[src/rtl/spi_mcp_multi.sv]
// Multi-lane SPI driver for MCP-style dual-channel 12-bit DACs: every lane shifts
// a channel-A word then a channel-B word on shared sclk/cs_n, followed by a lat_n pulse.
module spi_mcp_multi #(
    parameter int LANES  = 3,
    parameter int DATA_W = 12,
    parameter int DIV    = 4,
    parameter int GAIN1X = 1
) (
    input  logic                      clock,
    input  logic                      reset_n,
    input  logic [LANES*DATA_W-1:0]   dac_a,
    input  logic [LANES*DATA_W-1:0]   dac_b,
    input  logic                      load,
    output logic                      ready,
    output logic                      dac_sclk,
    output logic                      dac_cs_n,
    output logic                      dac_lat_n,
    output logic [LANES-1:0]          dac_sdat,
    output logic                      frame_done
);

    localparam int                CNT_W    = (DIV > 1) ? $clog2(DIV) : 1;
    localparam logic [CNT_W-1:0]  DIV_LAST = CNT_W'(DIV - 1);
    localparam int                PAD      = 12 - DATA_W;
    localparam logic              GAIN_BIT = (GAIN1X != 0);

    typedef enum logic [2:0] {
        S_IDLE, S_WORD_A, S_GAP, S_WORD_B, S_LATCH, S_DONE
    } state_t;

    state_t                    state, state_nxt;
    logic [LANES*DATA_W-1:0]   act_a, act_b, pend_a, pend_b;
    logic                      pend_valid;
    logic                      accept, in_word, div_last, word_end;
    logic [CNT_W-1:0]          div_cnt;
    logic                      phase;
    logic [3:0]                bit_cnt;
    logic [3:0]                bit_idx;

    assign ready    = !pend_valid;
    assign accept   = load && ready;
    assign in_word  = (state == S_WORD_A) || (state == S_WORD_B);
    assign div_last = (div_cnt == DIV_LAST);
    assign word_end = in_word && div_last && phase && (bit_cnt == 4'd15);
    assign bit_idx  = 4'd15 - bit_cnt;

    // NOTE: state and counters use non-blocking assignments so every flop samples pre-edge values.
    always_ff @(posedge clock or negedge reset_n) begin
        if (!reset_n) state <= S_IDLE;
        else          state <= state_nxt;
    end

    // NOTE: default first so every path assigns state_nxt and no latch is inferred.
    always_comb begin
        state_nxt = state;
        unique case (state)
            S_IDLE:   if (accept)   state_nxt = S_WORD_A;
            S_WORD_A: if (word_end) state_nxt = S_GAP;
            S_GAP:    if (div_last) state_nxt = S_WORD_B;
            S_WORD_B: if (word_end) state_nxt = S_LATCH;
            S_LATCH:  if (div_last) state_nxt = S_DONE;
            S_DONE:   state_nxt = (pend_valid || accept) ? S_WORD_A : S_IDLE;
            default:  state_nxt = S_IDLE;
        endcase
    end

    // NOTE: the sample shadows are plain registers, so they take the reset like any other state.
    always_ff @(posedge clock or negedge reset_n) begin
        if (!reset_n) begin
            act_a      <= '0;
            act_b      <= '0;
            pend_a     <= '0;
            pend_b     <= '0;
            pend_valid <= 1'b0;
        end else if (state == S_DONE && pend_valid) begin
            act_a      <= pend_a;
            act_b      <= pend_b;
            pend_valid <= 1'b0;
        end else if (accept && (state == S_IDLE || state == S_DONE)) begin
            // An idle DONE starts the next frame directly, exactly as a pending hand-over would.
            act_a <= dac_a;
            act_b <= dac_b;
        end else if (accept) begin
            pend_a     <= dac_a;
            pend_b     <= dac_b;
            pend_valid <= 1'b1;
        end
    end

    // Counters restart on every state change; phase 0 is sclk low, phase 1 sclk high.
    always_ff @(posedge clock or negedge reset_n) begin
        if (!reset_n) begin
            div_cnt <= '0;
            phase   <= 1'b0;
            bit_cnt <= '0;
        end else if (state_nxt != state) begin
            div_cnt <= '0;
            phase   <= 1'b0;
            bit_cnt <= '0;
        end else begin
            div_cnt <= div_last ? '0 : div_cnt + CNT_W'(1);
            if (in_word && div_last) begin
                phase <= !phase;
                if (phase) bit_cnt <= bit_cnt + 4'd1;
            end
        end
    end

    always_comb begin
        dac_sclk   = in_word && phase;
        dac_cs_n   = !in_word;
        dac_lat_n  = (state != S_LATCH);
        frame_done = (state == S_DONE);
    end

    for (genvar k = 0; k < LANES; k++) begin : g_lane
        logic [DATA_W-1:0] sample;
        logic [15:0]       word;
        assign sample      = (state == S_WORD_B) ? act_b[k*DATA_W +: DATA_W]
                                                 : act_a[k*DATA_W +: DATA_W];
        assign word        = {state == S_WORD_B, 1'b0, GAIN_BIT, 1'b1, 12'(sample) << PAD};
        assign dac_sdat[k] = in_word && word[bit_idx];
    end

endmodule
[config.mk]
export PLATFORM = sky130hd
export DESIGN_NAME = spi_mcp_multi
export DESIGN_NICKNAME = d
export VERILOG_FILES = /design/src/rtl/spi_mcp_multi.sv
export SDC_FILE = /design/constraint.sdc
export NUM_CORES = 1
export LEC_CHECK = 0
export BUFFER_PORTS_ARGS = -buffer_cell sky130_fd_sc_hd__buf_4
export CAP_MARGIN = 0
export CORE_MARGIN = 8
export CORE_UTILIZATION = 56
export CTS_CLUSTER_DIAMETER = 40
export DETAILED_ROUTE_END_ITERATION = 7
export GPL_TIMING_DRIVEN = 1
export PLACE_DENSITY = 0.82
export SLEW_MARGIN = 20
export SYNTH_ARGS = -nofsm -noshare
export SYNTH_HDL_FRONTEND = slang
export SYNTH_SLANG_ARGS = --single-unit
[constraint.sdc]
create_clock -name clock -period 6.8 [get_ports clock]
set_clock_uncertainty 0.15 [all_clocks]
set_input_delay 1.36 -clock clock [delete_from_list [all_inputs] [get_ports clock]]
set_output_delay 1.36 -clock clock [all_outputs]
set_load 0.05 [all_outputs]
Word level (Yosys, flattened, before mapping)
Index checks and enable logic that the tools add are counted.
Widths: inputs -> output; s select.
{ "totals": {"regBits": 155, "inputBits": 75, "output_inout_bits": 8, "wordCells": 79} }
{ "classes": {"addsub": 3, "order_cmp": 1, "n_eq_ne": 10, "muxes": 30, "bitwise_logic": 2, "reduce_logical": 24} }
{ "ops": {"columns": ["op", "count"], "rows": [
  ["$mux 36", 4],
  ["$mux 12", 3],
  ["$pmux 3 s6", 1],
  ["$mux 3", 5],
  ["$bmux 1 s4", 3],
  ["$mux 4", 3],
  ["$logic_and 1x1->1", 10],
  ["$mux 1", 9],
  ["$reduce_bool 2->1", 4],
  ["$eq 3x2->1 const B", 2],
  ["$eq 3x3->1 const B", 2],
  ["$lt 4x5->1 const B", 1],
  ["$add 4x1->4 const B", 1],
  ["$eq 4x4->1 const B", 1],
  ["$mux 2", 2],
  ["$reduce_and 2->1", 2],
  ["$sub 4x4->4 const A", 1],
  ["$eq 3x1->1 const B", 1],
  ["$logic_not 1->1", 3],
  ["$logic_not 3->1", 1],
  ["$logic_or 1x1->1", 3],
  ["$ne 3x3->1", 1],
  ["$ne 3x3->1 const B", 1],
  ["$reduce_and 3->1", 1],
  ["other kinds (4)", 5]
]} }

Depth between registers and ports, before layout
{ "logic_depth": {"word_depth": 10, "depth_mapped": 9, "ltp_nobuf": 6} }

Worst setup path before layout
OpenSTA, ideal clock, no wires.
{ "synth_path": {"path_type": "register -> output", "startpoint": "register state[1]", "endpoint": "output port dac_sdat[0]", "arrival_time_ns": 2.817, "required_ns": 5.290, "setup_slack_ns": 2.473, "path_stages_with_launch": 8, "n_path_buf": 2, "cell_sequence": "dfrtp_1 > buf_2 > and3b_1 > buf_2 > nand2_1 > o21ai_0 > nor4_1 > nor4_1"} }
{ "synth_between": {"elab_chain_cells": 5, "word_cells_on_any_way": 7, "classes_between": "2 x eq/ne; 3 x mux; 2 x reduce/logical"} }
{ "synth_rtl": {"columns": ["element", "line_no", "source"], "rows": [
  ["from (decl)", "31", "state_t state, state_nxt;"],
  ["from (signal assigned)", "50", "else state <= state_nxt;"],
  ["$eq 3x2->1", "42, 119, 121", null],
  ["$mux 12", "119", "assign sample = (state == S_WORD_B) ? act_b[k*DATA_W +: DATA_W]"],
  ["$bmux 1 s4", "122", "assign dac_sdat[k] = in_word && word[bit_idx];"],
  ["$mux 1 (implied by the code)", "122", null],
  ["$logic_and 1x1->1 (*)", "122", null],
  ["to (decl)", "18", "output logic [LANES-1:0] dac_sdat,"]
]} }
Every way passes the cells marked *; elsewhere a longest branch is shown, timed or not. The select of a mux whose other input is x is not followed.

Final worst setup path
{ "layout_path": {"startpoint": "register state[1]", "endpoint": "output port dac_sdat[1]"} }
The elaborated chain is that of the path after synthesis.

==> impl_metrics.env <==
export IMPL_wl_mm=15.9
export IMPL_hold_slack_ps=303
export IMPL_grt_pass1_wl_mm=26.6
export IMPL_num_io_pins=83
export IMPL_slowest_stage="dfrtp_1"
export IMPL_worstPathArrival_ps=3050
export IMPL_synth_top_family_by_area="multiplexers"
export IMPL_path_common_cell="nor3_1"
export IMPL_dr_pass1_iters=5
export IMPL_routed_top_layer="met4"
export IMPL_grt_start_max_net_pins=85
export IMPL_min_from="div_cnt[0]$_DFF_PN0_"
export IMPL_worst_path_max_fanout=16
export IMPL_finalCritPeriodShare_pct=67.0
export IMPL_ys_warn_count=0
export IMPL_path_class="flop to primary output"
export IMPL_synthAdderAreaFrac_pct=0.353
export IMPL_synth_area_um2=7090
export IMPL_ys_ff_latch=155
export IMPL_synth_xor_area_share_pct=0.618
export IMPL_synth_compound_area_share_pct=8.94
export IMPL_holdPathStages=1
export IMPL_fp_dieW_um=129
export IMPL_cts_buffers=17
export IMPL_power_leakage_nw=3.90
export IMPL_synth_distinct_cells=47
export IMPL_gr_total_overflow=0
export IMPL_clockRootBuffer="clkbuf_16"
export IMPL_powerDensity_nw_per_um2=241
export IMPL_fmax_mhz=219
export IMPL_grt_usage_pct=20.6
export IMPL_crit_required_ps=5290
export IMPL_clock_sinks=155
export IMPL_max_stage_delay_ps=730
export IMPL_diodes=0
export IMPL_cts_resized=0
export IMPL_synth_mux_area_share_pct=20.6
export IMPL_fin_nets=746
export IMPL_period_needed_ps=4560
export IMPL_gp_congestion=0.922
export IMPL_n_fill_cell=913
export IMPL_rsz0062_at_grt="no"
export IMPL_synth_cells=604
export IMPL_slew_headroom_pct=41.8
export IMPL_hold_violations=0
export IMPL_synth_simple_gate_area_share_pct=11.3
export IMPL_cts_tree="built"
export IMPL_layout_drive_gt1_share_pct=30.6
export IMPL_hold_path_endpoint="div_cnt[0]$_DFF_PN0_"
export IMPL_hp_class="flop to flop"
export IMPL_startpoint_type="flop"
export IMPL_ys_seq_area_share_pct=54.7
export IMPL_clockBufferDepth=2
export IMPL_syn_nets=681
export IMPL_crit_family="simple AND/OR/NAND/NOR gates"
export IMPL_reg2reg_from="state[1]$_DFF_PN0_"
export IMPL_postCtsSetupRepairBufs=0
export IMPL_area_delta_synth_final_pct=18.5
export IMPL_setup_viol=0
export IMPL_cts_hold_buf=0
export IMPL_viasPerCell=5.79
export IMPL_async_flop_share_pct=100
export IMPL_synthFlopType="dfrtp_1"
export IMPL_clock_latency_ps=430
export IMPL_h_tree_depth=4
export IMPL_status="complete, no violations"
export IMPL_core_um2=12500
export IMPL_finalPower_w=0.00202
export IMPL_wl_per_cell_um=18.7
export IMPL_syn_avg_cell_area_um2=11.7
export IMPL_setup_tns_final_ps=0
export IMPL_reg2reg_slack_ps=3620
export IMPL_wl_met2_mm=7.82
export IMPL_cts_clk_slew_worst_paths_ps=60
export IMPL_wl_met1_mm=6.87
export IMPL_rows=41
export IMPL_place_hpwl_mm=10.8
export IMPL_crit_chain="nand3b_4, mux4_2, nor3_1, or4_1, nor3_1, buf_4"
export IMPL_port_buffer_count=82
export IMPL_antenna_left=0
export IMPL_vdd_drop_max_mv=0.165
export IMPL_slew_viol_final=0
export IMPL_maxCapViolations=0
export IMPL_route_detailed_drc=0
export IMPL_layout_commonest_cell="dfrtp_1"
export IMPL_worstRegToRegCells=7
export IMPL_first_global_vias=5248
export IMPL_worstReg2RegEnd="act_a[24]$_DFFE_PN0P_"
export IMPL_end_kind="primary output"
export IMPL_tightest_slew_ps=872
export IMPL_drt_iter0_markers=437
export IMPL_synth_edf_count=0
export IMPL_die_area_um2=16500
export IMPL_layout_common_cells="dfrtp_1, nand2_1, buf_4"
export IMPL_antenna_found_initial=0
export IMPL_initial_core_util_pct=56.7
export IMPL_crit_buf_inv=1
export IMPL_dr_wl_met3_um=934
export IMPL_vias=4944
export IMPL_die_h_um=129
## cell usage after synthesis, types with 4 or more instances
cell type / count / area (um2)
inv_1: 4 / 15.0
mux2_2: 66 / 743
nand2_1: 121 / 454
mux2_1: 6 / 67.6
nand3_1: 5 / 25.0
mux2i_1: 36 / 360
a22oi_1: 41 / 308
nor2b_1: 4 / 25.0
and3_1: 4 / 25.0
nor2_1: 13 / 48.8
o21ai_1: 9 / 45.0
nand2b_1: 5 / 31.3
buf_6: 4 / 45.0
nor3b_1: 4 / 30.0
mux4_2: 13 / 293
nor3_1: 4 / 20.0
buf_2: 27 / 135
clkbuf_1: 12 / 45.0
dfrtp_1: 155 / 3880
o21ai_0: 29 / 145
## logic make-up after synthesis
family,count (synthesis)
AOI/OAI and AO/OA,95
xor gates and xnor gates,5
adders and majority gates,2
buffers and inverters,48
DFF,155
muxes,121
and+or+nand+nor,178
## final cells by class
type | count | area (um2) | share of cell area [%]
inverter | 4 | 15.0 | 0.179
tap | 172 | 215 | 2.56
clock buffer | 22 | 494 | 5.88
clock inverter | 10 | 138 | 1.64
multi-input combinational | 401 | 2980 | 35.4
timing repair buffer | 90 | 687 | 8.17
sequential | 155 | 3880 | 46.1
## worst reg2reg max path, cell delays in order, from the launching register on
cell and delay, ps:
dfrtp_1 600, nor2b_1 310, and3_2 540, buf_4 700, nor2_2 270, buf_4 310
nand2_1 110, nand2_1 70
## power breakdown
| part | internal, W | switching (W) | leakage (nW) |
|---|---|---|---|
| logic | 0.0000402 | 0.0000429 | 1.67 |
| registers | 0.000935 | 0.00000792 | 1.93 |
| clock network | 0.000624 | 0.000372 | 0.296 |
| total | 0.00160 | 0.000423 | 3.90 |
## flip-flops by register name (all words and copies together), names as in the netlist
signal and cells:
pend_a 36, pend_b 36, state 3, bit_cnt 4, act_a 36, div_cnt 2
phase 1, pend_valid 1, act_b 36
## worst max-delay path by stage
stage	endpoint	slack, ps	start	cells after the start
floorplan	dac_sdat[0]	2470	state[1]$_DFF_PN0_	7
global placement	dac_sdat[1]	2840	state[1]$_DFF_PN0_	6
detailed placement	dac_sdat[1]	2760	state[1]$_DFF_PN0_	6
CTS	dac_sdat[1]	2240	state[1]$_DFF_PN0_	6
global route	dac_sdat[1]	2100	state[1]$_DFF_PN0_	6
finish	dac_sdat[1]	2240	state[1]$_DFF_PN0_	6
## metal layers
layer,up-vias,track usage (%)
met4,0,8.09
met1,2492,26.4
met2,151,32.6
met3,30,5.88
li1,2271,-
met5,-,0
## through the flow
step                      area [um2]  std cells  setup slack (ps)  utilization (%)
after floorplan                 7090        604              2470                -
after global placement          7760        821              2840             62.0
after detailed placement        7760        821              2760             62.0
after CTS                       8390        853              2240             67.0
after global routing            8410        854              2100             67.2
final                           8410        854              2240             67.2
No activity file was read; power rests on OpenSTA's default activity.
